===== config.mk =====
export PLATFORM = sky130hd
export DESIGN_NAME = vga_bounce_box
export DESIGN_NICKNAME = d
export VERILOG_FILES = /design/src/rtl/vga_bounce_box.sv
export SDC_FILE = /design/constraint.sdc
export NUM_CORES = 1
export LEC_CHECK = 0
export ABC_CLOCK_PERIOD_IN_PS = 4450
export CAP_MARGIN = 10
export CORE_MARGIN = 10
export CORE_UTILIZATION = 48
export DETAILED_ROUTE_END_ITERATION = 10
export PLACE_DENSITY = 0.7
export RECOVER_POWER = 50
export SYNTH_ARGS = -nofsm -noshare
export SYNTH_HDL_FRONTEND = slang
export SYNTH_SLANG_ARGS = --single-unit

===== constraint.sdc =====
create_clock -name clk -period 4.45 [get_ports clk]
set_input_delay 0.6675 -clock clk [delete_from_list [all_inputs] [get_ports clk]]
set_output_delay 0.6675 -clock clk [all_outputs]
set_load 0.05 [all_outputs]

===== src/rtl/vga_bounce_box.sv =====
// vga_bounce_box: pixel source that draws a bordered square bouncing around
// the visible area. Two register stages sit between the timing generator and
// the DAC pins; syncs travel through the same two stages so they stay aligned
// with the colour data.
module vga_bounce_box #(
  parameter int          H_ACTIVE     = 640,
  parameter int          V_ACTIVE     = 480,
  parameter int          BOX_SIZE     = 32,
  parameter int          STEP         = 2,
  parameter logic [11:0] BOX_COLOR    = 12'hF80,
  parameter logic [11:0] BORDER_COLOR = 12'hFFF,
  parameter logic [11:0] BG_COLOR     = 12'h008
) (
  input  logic       clk,
  input  logic       rst,
  input  logic       isVisible,
  input  logic [9:0] x,
  input  logic [9:0] y,
  input  logic       _hSyncIn,
  input  logic       _vSyncIn,
  input  logic       freeze,
  output logic       _hSync,
  output logic       _vSync,
  output logic [3:0] r,
  output logic [3:0] g,
  output logic [3:0] b
);

  localparam logic [10:0] H_LIM  = 11'(H_ACTIVE);
  localparam logic [10:0] V_LIM  = 11'(V_ACTIVE);
  localparam logic [10:0] BOX_W  = 11'(BOX_SIZE);
  localparam logic [10:0] STEP_W = 11'(STEP);

  // One axis of motion: returns {new_dir, new_pos}. 11-bit math, no wrap.
  function automatic logic [10:0] step_axis(input logic [9:0] pos,
                                            input logic       dir,
                                            input logic [10:0] lim);
    logic [10:0] p;
    logic [10:0] res;
    p = {1'b0, pos};
    if (dir) begin
      if (p + STEP_W + BOX_W > lim) res = {1'b0, 10'(lim - BOX_W)};
      else                          res = {1'b1, 10'(p + STEP_W)};
    end else begin
      if (p < STEP_W) res = {1'b1, 10'd0};
      else            res = {1'b0, 10'(p - STEP_W)};
    end
    return res;
  endfunction

  logic [9:0]  box_x_q, box_x_d, box_y_q, box_y_d;
  logic        dir_x_q, dir_x_d, dir_y_q, dir_y_d;
  logic        v_prev_q, v_prev_d;
  // armed_q: vsync has been seen high since reset. Without it, a vsync held
  // low across reset release would look like a falling edge against the
  // reset value of v_prev_q and move the box spuriously.
  logic        armed_q, armed_d;
  logic        vis1_q, vis1_d, in1_q, in1_d, edge1_q, edge1_d;
  logic        hs1_q, hs1_d, vs1_q, vs1_d;
  logic        hs2_q, hs2_d, vs2_q, vs2_d;
  logic [11:0] rgb_q, rgb_d;

  logic        tick;
  logic        in_x, in_y;
  logic [10:0] x_w, y_w, bx_w, by_w;

  // Next-state: frame-tick motion, stage-1 hit test, stage-2 colour select.
  always_comb begin
    box_x_d  = box_x_q;
    box_y_d  = box_y_q;
    dir_x_d  = dir_x_q;
    dir_y_d  = dir_y_q;
    v_prev_d = _vSyncIn;
    armed_d  = armed_q | _vSyncIn;
    tick     = v_prev_q & ~_vSyncIn & armed_q;

    // A tick while frozen is simply dropped.
    if (tick && !freeze) begin
      {dir_x_d, box_x_d} = step_axis(box_x_q, dir_x_q, H_LIM);
      {dir_y_d, box_y_d} = step_axis(box_y_q, dir_y_q, V_LIM);
    end

    // Stage 1 compares against the position held this cycle.
    x_w     = {1'b0, x};
    y_w     = {1'b0, y};
    bx_w    = {1'b0, box_x_q};
    by_w    = {1'b0, box_y_q};
    in_x    = (x_w >= bx_w) && (x_w < bx_w + BOX_W);
    in_y    = (y_w >= by_w) && (y_w < by_w + BOX_W);
    vis1_d  = isVisible;
    in1_d   = in_x && in_y;
    edge1_d = in1_d && ((x_w == bx_w) || (x_w == bx_w + BOX_W - 11'd1) ||
                        (y_w == by_w) || (y_w == by_w + BOX_W - 11'd1));
    hs1_d   = _hSyncIn;
    vs1_d   = _vSyncIn;

    // Stage 2: blank outside active video, border wins over fill.
    if (!vis1_q)      rgb_d = 12'h000;
    else if (edge1_q) rgb_d = BORDER_COLOR;
    else if (in1_q)   rgb_d = BOX_COLOR;
    else              rgb_d = BG_COLOR;
    hs2_d = hs1_q;
    vs2_d = vs1_q;
  end

  // State and pipeline registers with synchronous reset.
  always_ff @(posedge clk) begin
    if (rst) begin
      box_x_q  <= 10'd0;
      box_y_q  <= 10'd0;
      dir_x_q  <= 1'b1;
      dir_y_q  <= 1'b1;
      v_prev_q <= 1'b1;
      armed_q  <= 1'b0;
      vis1_q   <= 1'b0;
      in1_q    <= 1'b0;
      edge1_q  <= 1'b0;
      hs1_q    <= 1'b1;
      vs1_q    <= 1'b1;
      hs2_q    <= 1'b1;
      vs2_q    <= 1'b1;
      rgb_q    <= 12'h000;
    end else begin
      box_x_q  <= box_x_d;
      box_y_q  <= box_y_d;
      dir_x_q  <= dir_x_d;
      dir_y_q  <= dir_y_d;
      v_prev_q <= v_prev_d;
      armed_q  <= armed_d;
      vis1_q   <= vis1_d;
      in1_q    <= in1_d;
      edge1_q  <= edge1_d;
      hs1_q    <= hs1_d;
      vs1_q    <= vs1_d;
      hs2_q    <= hs2_d;
      vs2_q    <= vs2_d;
      rgb_q    <= rgb_d;
    end
  end

  assign {r, g, b} = rgb_q;
  assign _hSync    = hs2_q;
  assign _vSync    = vs2_q;

endmodule


==> results.cfg <==
[status]
status = complete, no violations

[cts]
root_buffer = clkbuf_8
cts_buffer_depth = 2
clock_latency_ns = 0.29
cts_setup_buffers = 0
cts_tree = built
holdBufCountCts = 0
htree_levels = 2
cts-resized-gates = 0
cts_buffers = 5
clk_pin_slew_ns = 0.07
cts_sinks = 31

[route]
vias_per_cell = 5.79
first_pass_iters = 4
drt_iter0_markers = 132
wl_per_cell_um = 15.6
ant_nets = 0
dr_total_vias = 3322
drc = 0
routed_wl_um = 8980

[sta]
clock.fmax_mhz = 281
whs_ns = 0.411
period_share_pct = 80.1
hold_violations = 0
timing.final.ws_setup_ns = 0.887
min_period_ns = 3.56
slew_viol_final = 0
setup_violations = 0
slew_headroom_pct = 46.0
worst_pin_slew_ns = 0.810
grt_setup_unrepaired = false
finalSetupTns_ns = 0
skew_ns = 0.0113

[final_layout]
diodes = 0
fin_area_sq_um = 3950
multi_input_area_sq_um = 2580
finish.utilization_pct = 54.7
fin_cells = 574
fillers = 710
areaGrowthSynthToFinish_pct = 11.2
drive_gt1_share_pct = 5.68
nNetsFinal = 543
seq_area_sq_um = 621

[place]
placedCellCount = 567
port_buffers = 39
hpwl_um = 7070
placed_cell_area_sq_um = 3860
routabilityCongestion = 0.908
pre_cts_ws_ns = 0.953

[pwr]
pwr_density_cell_nw_per_um2 = 172
finalPower_uw = 678
leakage_nw = 1.53
peakVddDrop_mv = 0.108

[synthesis]
syn_nets = 523
ys_seq_area_share_pct = 17.5
synthArstFlopShare_pct = 0
synth_seq_cells = 31
avgSynthCellArea_sq_um = 7.80
synth_cell_types = 64
synth_edf_count = 0
syn_area_sq_um = 3550
yosys_warnings = 0
syn_inst = 455
ys.flop_type = dfxtp_1

[setup_path]
crit_required_ns = 4.63
startpoint_type = register
arrival_ns = 3.75
path_max_fanout = 12
reg2reg_slack_ns = 0.89
cp-end-kind = register
path_class = register to register

[floorplan]
num_rows = 31
start_util_pct = 49.2
io_pins = 40
dieArea_sq_um = 11200
core_area_sq_um = 7210
die_x_um = 106
die_h_um = 106

[flow_run]
max_cap_viol_count = 0

[global_route]
grt_pass1_vias = 3146
grt_max_degree = 21
track_usage_pct = 15.7
grt_overflow = 0
grt_pass1_wl_um = 15000
antenna_found_initial = 0

[min_path]
min_path_type = register to register
[state kept, by name, summed over array words and instances, names as in the netlist]
register,flops
_hSync,1
_vSync,1
armed_q,1
box_x_q,9
box_y_q,9
dir_x_q,1
dir_y_q,1
edge1_q,1
hs1_q,1
in1_q,1
rgb_q,3
vis1_q,1
vs1_q,1
[placed cells by master, fill, tap and decap left out, types with 3 or more instances in the layout]
cell              n
nand4b_1          3
o21a_1            7
a211oi_1         10
o211ai_1          8
a21o_1            4
xnor2_1          37
dlygate4sd3_1    14
nor4_1            6
nand2_1          25
clkdlybuf4s50_1  25
clkinv_1          3
a311oi_1          3
a221oi_1          7
nand3_1          26
o2111ai_1         3
nand2b_1          3
nand4_1           8
nor2_1           34
a21oi_1          26
inv_1            27
ha_1             42
nor2b_1           7
dfxtp_1          31
o21ai_0          27
clkbuf_8          6
nor3_1           13
a31oi_1           4
or2_2             5
buf_4             3
o31ai_1           4
and3_1            7
xor2_1            9
[worst paths after layout]
check                                 from    endpoint  cells after the start
worst max-delay path            box_x_q[5]  box_x_q[7]                     12
worst min-delay path                 hs1_q      _hSync                      1
worst max register to register  box_x_q[5]  box_x_q[7]                     12
worst min register to register       hs1_q      _hSync                      1
[synthesized netlist by cell type (all sizes together), types with 3 or more instances]
library cell  number  share of area, %
nand4b             3              0.74
nor4               7               1.4
clkinv             3              0.32
clkbuf            13               2.8
a221oi             7               1.7
nand4              9               1.8
nand2b             3              0.53
buf               16               3.6
nor2              34               3.6
o31ai              4              0.85
ha                42                15
nand3             26               3.7
xor2               9               2.2
and3               8               1.6
o211ai             8               1.7
a311oi             3              0.74
xnor2             37               9.1
o21ai             28               3.9
a21o               4              0.85
nand2             25               2.6
or2                5              0.88
nor2b              7               1.2
o21a               7               1.5
a211oi            10               2.1
a21oi             27               4.1
nor3              14               2.3
a31oi              4              0.70
a211o              3              0.81
dfxtp             31                17
inv               28               3.0
o2111ai            3              0.74
[cell families (layout without fill, tap and decap cells)]
family,after synthesis,in the layout,share of synthesized area (%)
muxes,3,3,0.916
DFF,31,31,17.5
AOI/OAI and AO/OA,121,121,22.9
xor gates and xnor gates,46,46,11.4
and+or+nand+nor,150,150,22.4
adders and majority gates,43,43,15.1
buffers and inverters,61,81,9.90
[cell type report]
class                   instances  share of cell area [%]
clock buffers                   6                    2.09
clock inverters                 1                   0.127
inverters                      31                    2.95
multi-input cells             363                    65.4
flip-flops and latches         31                    15.7
well taps                      99                    3.14
repair buffers                 43                    10.6
[critical path: stages (launching register included)]
cell      delay [ns]
dfxtp_1         0.57
clkinv_1        0.33
nor2_1          0.20
xnor2_1         0.21
inv_1           0.08
ha_1            0.30
or4_1           0.47
o32ai_1         0.24
o211ai_1        0.13
and3_4          0.18
nor3_4          0.36
a211oi_1        0.14
a211oi_1        0.23
[metal layers]
layer	global-route usage, %	share of wire, %	up-vias
met1	18.5	43	1553
met2	28.6	52	71
met4	4.16	1.5	0
li1	-	-	1684
met3	2.66	3.4	14
met5	0	0	-
[where the power goes]
part	leakage (nW)	total [mW]	switching (mW)	internal [mW]
combinational	1.23	0.162	0.0872	0.0752
sequential	0.252	0.289	0.00579	0.283
clock	0.0470	0.226	0.105	0.121
total	1.53	0.678	0.198	0.480
(Power assumes the default switching activity.)
